==> src/rtl/div_pkg.sv <==
// ============================================================================
// Module      : div_pkg
// Description : Shared widths, state codes and constants for the divider.
// Revision    : 1.0 - initial release
// ============================================================================
`default_nettype none

package div_pkg;

    localparam int DEF_DIVIDEND_W = 16;
    localparam int DEF_DIVISOR_W  = 8;

    localparam int CNT_W = $clog2(DEF_DIVIDEND_W + 1);

    typedef logic [1:0] state_t;
    localparam state_t S_IDLE = 2'd0;
    localparam state_t S_RUN  = 2'd1;
    localparam state_t S_DONE = 2'd2;

    localparam logic [DEF_DIVIDEND_W-1:0] DBZ_QUOTIENT = '1;

    function automatic int cnt_width(input int dividend_w);
        return $clog2(dividend_w + 1);
    endfunction

endpackage

`default_nettype wire

==> src/rtl/divide_8_step.sv <==
// ============================================================================
// Module      : div_step
// Description : One restoring-division iteration (shift, compare, subtract).
// Revision    : 1.0 - initial release
// ============================================================================
`default_nettype none

module div_step
    import div_pkg::*;
#(
    parameter int DIVISOR_W = DEF_DIVISOR_W
) (
    input  logic [DIVISOR_W:0]   rem_in,
    input  logic                 bit_in,
    input  logic [DIVISOR_W-1:0] divisor,
    output logic [DIVISOR_W:0]   rem_out,
    output logic                 q_bit
);

    logic [DIVISOR_W+1:0] w_shift;
    logic [DIVISOR_W+1:0] w_dvs_ext;
    logic [DIVISOR_W:0]   w_diff;
    logic                 w_ge;

    assign w_shift   = {rem_in, bit_in};
    assign w_dvs_ext = {2'b00, divisor};
    assign w_ge      = (w_shift >= w_dvs_ext);
    // Low bits of the difference are exact whenever the subtraction is taken.
    assign w_diff    = w_shift[DIVISOR_W:0] - {1'b0, divisor};

    assign rem_out = w_ge ? w_diff : w_shift[DIVISOR_W:0];
    assign q_bit   = w_ge;

endmodule

`default_nettype wire

==> src/rtl/divide_8.sv <==
// ============================================================================
// Module      : divide_8
// Description : Sequential restoring divider, one quotient bit per clock.
// Revision    : 1.0 - initial release
// ============================================================================
`default_nettype none

module divide_8
    import div_pkg::*;
#(
    parameter int DIVIDEND_W = DEF_DIVIDEND_W,
    parameter int DIVISOR_W  = DEF_DIVISOR_W
) (
    input  logic                  clk,
    input  logic                  rst,
    input  logic                  start,
    input  logic [DIVIDEND_W-1:0] a,
    input  logic [DIVISOR_W-1:0]  b,
    output logic                  busy,
    output logic                  done,
    output logic [DIVIDEND_W-1:0] q,
    output logic [DIVISOR_W-1:0]  r,
    output logic                  dbz
);

    localparam int                 C_CNT_W = cnt_width(DIVIDEND_W);
    localparam logic [C_CNT_W-1:0] C_LAST  = C_CNT_W'(DIVIDEND_W - 1);

    state_t                r_state;
    logic [C_CNT_W-1:0]    r_cnt;
    logic [DIVIDEND_W-1:0] r_dvd;
    logic [DIVISOR_W-1:0]  r_dvs;
    logic [DIVISOR_W:0]    r_rem;
    logic [DIVIDEND_W-1:0] r_q;
    logic [DIVISOR_W-1:0]  r_r;
    logic                  r_dbz;

    logic [DIVISOR_W:0]    w_rem_next;
    logic                  w_q_bit;
    logic [DIVIDEND_W-1:0] w_dvd_next;

    div_step #(
        .DIVISOR_W (DIVISOR_W)
    ) u_step (
        .rem_in  (r_rem),
        .bit_in  (r_dvd[DIVIDEND_W-1]),
        .divisor (r_dvs),
        .rem_out (w_rem_next),
        .q_bit   (w_q_bit)
    );

    // Dividend bits leave at the top while quotient bits fill from the bottom.
    assign w_dvd_next = {r_dvd[DIVIDEND_W-2:0], w_q_bit};

    always_ff @(posedge clk) begin
        if (rst) begin
            r_state <= S_IDLE;
            r_cnt   <= '0;
            r_dvd   <= '0;
            r_dvs   <= '0;
            r_rem   <= '0;
            r_q     <= '0;
            r_r     <= '0;
            r_dbz   <= 1'b0;
        end else begin
            case (r_state)
                S_IDLE: begin
                    if (start) begin
                        if (b != '0) begin
                            r_dvd   <= a;
                            r_dvs   <= b;
                            r_rem   <= '0;
                            r_cnt   <= '0;
                            r_state <= S_RUN;
                        end else begin
                            r_q     <= '1;
                            r_r     <= a[DIVISOR_W-1:0];
                            r_dbz   <= 1'b1;
                            r_state <= S_DONE;
                        end
                    end
                end
                S_RUN: begin
                    r_rem <= w_rem_next;
                    r_dvd <= w_dvd_next;
                    r_cnt <= r_cnt + C_CNT_W'(1);
                    if (r_cnt == C_LAST) begin
                        r_q     <= w_dvd_next;
                        r_r     <= w_rem_next[DIVISOR_W-1:0];
                        r_dbz   <= 1'b0;
                        r_state <= S_DONE;
                    end
                end
                S_DONE: begin
                    r_state <= S_IDLE;
                end
                default: begin
                    r_state <= S_IDLE;
                end
            endcase
        end
    end

    assign busy = (r_state != S_IDLE);
    assign done = (r_state == S_DONE);
    assign q    = r_q;
    assign r    = r_r;
    assign dbz  = r_dbz;

endmodule

`default_nettype wire

==> config.mk <==
export PLATFORM = sky130hd
export DESIGN_NAME = divide_8
export DESIGN_NICKNAME = d
export VERILOG_FILES = /design/src/rtl/div_pkg.sv /design/src/rtl/divide_8_step.sv /design/src/rtl/divide_8.sv
export SDC_FILE = /design/constraint.sdc
export NUM_CORES = 1
export LEC_CHECK = 0
export CAP_MARGIN = 0
export CORE_MARGIN = 4
export CORE_UTILIZATION = 35
export CTS_BUF_LIST = sky130_fd_sc_hd__clkbuf_8
export DETAILED_ROUTE_END_ITERATION = 16
export HOLD_SLACK_MARGIN = 0.1
export MAX_ROUTING_LAYER = met4
export PLACE_DENSITY = 0.54
export SYNTH_ARGS = -nofsm -noshare
export SYNTH_HDL_FRONTEND = slang
export SYNTH_SLANG_ARGS = --single-unit
==> constraint.sdc <==
create_clock -name clk -period 4.8 [get_ports clk]
set_input_delay 0.48 -clock clk [delete_from_list [all_inputs] [get_ports clk]]
set_output_delay 0.48 -clock clk [all_outputs]
set_load 0.03 [all_outputs]
; ---- Word-level counts from Yosys, hierarchy flattened
; Cells that the tools add are included.
[classes]
mux = 26
addsub = 2
n_eq_ne = 7
magnitude_cmp = 1
n_reduce_logical = 8
[op_table]
columns = op, n
row1 = two-way mux 16 bit, 5
row2 = one-hot mux 16 bit (2 select lines), 2
row3 = two-way mux 9 bit, 3
row4 = two-way mux 8 bit, 3
row5 = one-hot mux 9 bit (2 select lines), 1
row6 = one-hot mux 8 bit (2 select lines), 1
row7 = greater-or-equal comparator 10 x 8 -> 1 bit, 1
row8 = two-way mux 5 bit, 2
row9 = one-hot mux 5 bit (2 select lines), 1
row10 = subtractor 9 x 8 -> 9 bit, 1
row11 = inequality test 2 bit (second input constant), 4
row12 = nonzero test 8 bit, 1
row13 = two-way mux 2 bit, 3
row14 = AND reduction 3 bit, 2
row15 = adder 5 x 1 -> 5 bit (second input constant), 1
row16 = == test 5 x 4 -> 1 bit (second input constant), 1
row17 = one-hot mux 2 bit (2 select lines), 1
row18 = AND reduction 4 bit, 1
row19 = nonzero test 2 bit, 2
row20 = two-way mux 1 bit, 3
row21 = == test 2 x 1 -> 1 bit (second input constant), 1
row22 = == test 2 bit (second input constant), 1
row23 = zero test 2 bit, 1
row24 = one-hot mux 1 bit (2 select lines), 1
row25 = AND reduction 2 bit, 1
[totals]
in_bits = 27
output_inout_bits = 27
regBits = 65

; ---- Longest topological paths before layout
[logic_depth]
word_depth = 4
ltp_mapped = 9
ltp_nobuf = 9

; ---- Hierarchy
; From an unflattened synthesis, not the netlist that was laid out.
[unflattened]
cells_unflattened = 344
area_unflattened_um2 = 3124.2
[by_module_without_submodules]
columns = module, cells_each, instances, area_each_um2
row1 = divide_8, 269, 1, 2601.2
row2 = div_step, 75, 1, 523.0

; ---- Least setup slack after synthesis
; Ideal clock, no wire load.
[synth_timing]
kind = register -> register
startpoint = register r_dvd[15]
endpoint = register r_rem[1]
path_stages_with_launch = 10
arrival_ns = 1.868
path_slack_ns = 2.816
synth_period_minus_slack_ns = 1.984
required_time_ns = 4.684
n_path_buf = 0
cell_sequence = dfxtp_1 > inv_1 > ha_1 > inv_1 > fa_1 > nand3_1 > a31oi_1 > nor2_1 > mux2i_1 > a31o_2
[synth_via]
elab_chain_cells = 3
word_cells_on_any_way = 4
[synth_lines]
columns = item, line_no
row1 = start: declaration, divide_8.sv:31  ; logic [DIVIDEND_W-1:0] r_dvd;
row2 = start signal: assignment, divide_8.sv:85  ; r_dvd <= w_dvd_next;
row3 = subtractor 9 x 8 -> 9 bit or greater-or-equal comparator 10 x 8 -> 1 bit (tied branches), "divide_8_step.sv:29, divide_8_step.sv:27"
row4 = two-way mux 9 bit (*), divide_8_step.sv:31  ; assign rem_out = w_ge ? w_diff : w_shift[DIVISOR_W:0];
row5 = one-hot mux 9 bit (2 select lines) (*), divide_8.sv:66  ; case (r_state)
row6 = end signal: assignment, divide_8.sv:84  ; r_rem <= w_rem_next;
row7 = end: declaration, divide_8.sv:33  ; logic [DIVISOR_W:0] r_rem;
; Mark *: on every way between the ends. The rest lies on a longest branch, timed or not.
; A chain may end at the register's enable or synchronous reset.

; ---- Final worst setup path
[layout_timing]
startpoint = register r_cnt[0]
endpoint = register r_r[1] (netlist: r[1])
[layout_via]
elab_chain_cells = 3
[layout_lines]
columns = item, line_no
row1 = start: declaration, divide_8.sv:30  ; logic [C_CNT_W-1:0] r_cnt;
row2 = start signal: assignment, divide_8.sv:86  ; r_cnt <= r_cnt + C_CNT_W'(1);
row3 = == test 5 x 4 -> 1 bit, divide_8.sv:87  ; if (r_cnt == C_LAST) begin
row4 = inequality test 2 bit (no line), -
row5 = AND reduction 4 bit (no line), -
row6 = end signal: assignment, divide_8.sv:77  ; r_r <= a[DIVISOR_W-1:0];
row7 = end signal: assignment, divide_8.sv:89  ; r_r <= w_rem_next[DIVISOR_W-1:0];
row8 = end: declaration, divide_8.sv:35  ; logic [DIVISOR_W-1:0] r_r;
; Every way passes these cells.

==> reports/results.ini <==
[run_status]
status = finished, final reports clean

[grt]
grt_overflow_total = 0
grt_usage_pct = 16.4
antenna_found_initial = 0
grt_max_degree = 58
first_global_vias = 2883
grt_pass1_wl_microns = 14400

[setup_path]
cp-end-kind = flip-flop
cp_max_fo = 24
start_kind = flip-flop
critPathTopFamily = simple AND/OR/NAND/NOR gates
worstPathRequired_ps = 5080
cp_common_cell = ha_1
critical_path_class = reg -> reg
arrival_ps = 2820
path_buf_inv = 0
path_cells = ha_1 -> and3_1 -> ha_1 -> and3b_1 -> a31oi_1 -> a21oi_1 -> o211ai_1 -> nand3_1
slowest_delay_ps = 790
crit_slowest_cell = and3b_1

[cts]
cts_buffers = 9
cts_root_buf = clkbuf_8
clk_pin_slew_ps = 80
cts_hold_buffers = 0
cts_buffer_depth = 2
post_cts_buffers = 0
cts-resized-gates = 0
cts.sinks = 65
h-tree-depth = 3
cts_tree = built
clk-insertion-delay-late_ps = 350

[floorplanning]
dieWidth_microns = 105
start_util_pct = 35.9
num_rows = 35
io_pins = 54
core_sq_um = 9240
dieArea_sq_um = 11100
dieHeight_microns = 105

[detailed_routing]
drtAntennaViolNets = 0
totalWireLength_microns = 8960
wl_per_cell_microns = 15.4
vias_per_cell = 5.24
vias = 3051
first_pass_iters = 4
first_iter_violations = 158
drc = 0

[synthesis]
yosys.area.top_type = dfxtp_1
synth-seq-cells = 65
syn_nets = 445
syn_inst = 407
synth_edf_count = 0
syn-cell-area_sq_um = 3320
async_flop_share_pct = 0
synth_area_leaders = dfxtp_1 (39%), nor2_1 (7.9%), a311oi_2 (6.8%), nand2_1 (5.3%), nor3_1 (5.3%)
yosys_warnings = 0
yosysSeqAreaShare_pct = 39.2
ys_types = 47
yosys.area.top_type_share_pct = 39.2
avgSynthCellArea_sq_um = 8.15
ys.flop_type = dfxtp_1

[layout]
instances_no_fill = 582
filler_cell_count = 961
diodes = 0
area.growth.synth_to_final_pct = 24.1
seqCellArea_sq_um = 1300
multi_input_area_sq_um = 1850
drive_gt1_share_pct = 9.93
nNetsFinal = 486

[sta]
hold_violations = 0
skew_ps = 12.2
tightest_slew_ps = 963
setup_viol = 0
slew_headroom_pct = 35.8
maxSlewViolCount = 0
rsz0062_at_grt = no
fmax_ghz = 0.393
fin_crit_sh_pct = 53.0
fin_tns_setup_ps = 0
setup_ws_ps = 2260
min_period_ps = 2540

[place]
io_buffers = 53
dp.cells = 566
gp_congestion = 0.793
post-place-ws_ps = 2040
hpwl_microns = 6290

[power_and_ir_drop]
power_density_nw_per_um2 = 344
vdd_drop_max_uv = 120
total_leakage_power_nw = 1.54

[run]
drv_cap = 0

[hold_path]
hp-class = reg -> reg

routing by layer:
| metal | track usage (%) | up-vias | share of wire (%) |
|---|---|---|---|
| met5 | - | - | 0 |
| met4 | 6.84 | 0 | 2.5 |
| met3 | 2.45 | 21 | 4.3 |
| met2 | 24.4 | 82 | 42 |
| met1 | 22.3 | 1415 | 51 |
| li1 | - | 1533 | - |
cell usage after synthesis (3+ instances only):
cell and number:
xor2_1 4, nand4_1 6, dfxtp_1 65, ha_1 10
or3_1 4, a22oi_1 5, a31oi_1 4, nor3_1 35
clkbuf_1 17, buf_2 5, a21oi_1 24, inv_1 16
nand2_1 47, o21ai_0 14, a32oi_1 3, o211ai_1 3
nand2b_1 5, nor2_1 70, a311oi_2 15, a211oi_1 6
mux2i_1 5, nand3_1 9, a211oi_2 3
registers in the layout, indices dropped and copies added (netlist names):
register	cells
r	8
r_rem	9
q	16
dbz	1
r_state	2
r_dvs	8
r_dvd	16
r_cnt	5
worst reg2reg max path: stages (launching register included):
cell	delay, ps
dfxtp_1	380
ha_1	180
and3_1	180
ha_1	190
and3b_1	790
a31oi_1	190
a21oi_1	320
o211ai_1	140
nand3_1	120
worst paths after layout:
check                              from                end  slack, ps  cells after the start
hold / removal         dbz$_SDFFE_PP0P_   dbz$_SDFFE_PP0P_        470                      2
setup reg to reg  r_cnt[0]$_SDFFE_PP0P_  r[1]$_SDFFE_PP0P_       2260                      8
setup / recovery  r_cnt[0]$_SDFFE_PP0P_  r[1]$_SDFFE_PP0P_       2260                      8
hold reg to reg        dbz$_SDFFE_PP0P_   dbz$_SDFFE_PP0P_        470                      2
cell type report:
| class | count | area share [%] |
|---|---|---|
| clock inverter | 7 | 1.88 |
| timing repair buffer | 56 | 13.3 |
| clock buffer | 9 | 3.01 |
| inverter | 16 | 1.46 |
| sequential | 65 | 31.6 |
| tap | 129 | 3.92 |
| multi-input combinational | 300 | 44.8 |
cells by family after synthesis:
logic type,count (synthesis),synth area share [%]
mux,5,1.51
buf+inv,42,5.17
simple gates,189,26.5
fa+ha+maj,11,4.37
xor+xnor,4,1.06
flops,65,39.2
compound gates,91,22.2
stage by stage:
step           cell area, sq um  total power [mW]  util, %  hold WS [ps]
2_1_floorplan              3320             0.851        -           443
3_3_place_gp               3920             0.945     42.4           448
3_5_place_dp               3920             0.948     42.4           455
4_1_cts                    4120              1.43     44.6           465
5_1_grt                    4120              1.49     44.6           492
6_report                   4120              1.42     44.6           468
report_power, final:
group	internal, mW	switching (mW)
Combinational	0.132	0.213
Clock	0.244	0.234
Sequential	0.568	0.0249
placed cells by master, fill, tap and decap left out, types with 3 or more instances in the layout:
| cell | synthesis | routed |
|---|---|---|
| a32oi_1 | 3 | 3 |
| a22oi_1 | 5 | 5 |
| nand4_1 | 6 | 6 |
| dfxtp_1 | 65 | 65 |
| mux2i_1 | 5 | 5 |
| a311oi_2 | 15 | 15 |
| xor2_1 | 4 | 4 |
| a21oi_1 | 24 | 24 |
| o211ai_1 | 3 | 3 |
| or3_1 | 4 | 4 |
| nand3_1 | 9 | 9 |
| nand2_1 | 47 | 47 |
| a211oi_2 | 3 | 3 |
| ha_1 | 10 | 10 |
| clkbuf_8 | 0 | 9 |
| clkdlybuf4s50_1 | 0 | 52 |
| nor2_1 | 70 | 70 |
| inv_1 | 16 | 16 |
| o21ai_0 | 14 | 14 |
| buf_4 | 2 | 3 |
| nand2b_1 | 5 | 5 |
| a211oi_1 | 6 | 6 |
| a31oi_1 | 4 | 4 |
| nor3_1 | 35 | 35 |
No activity file was read; power rests on OpenSTA's default activity.
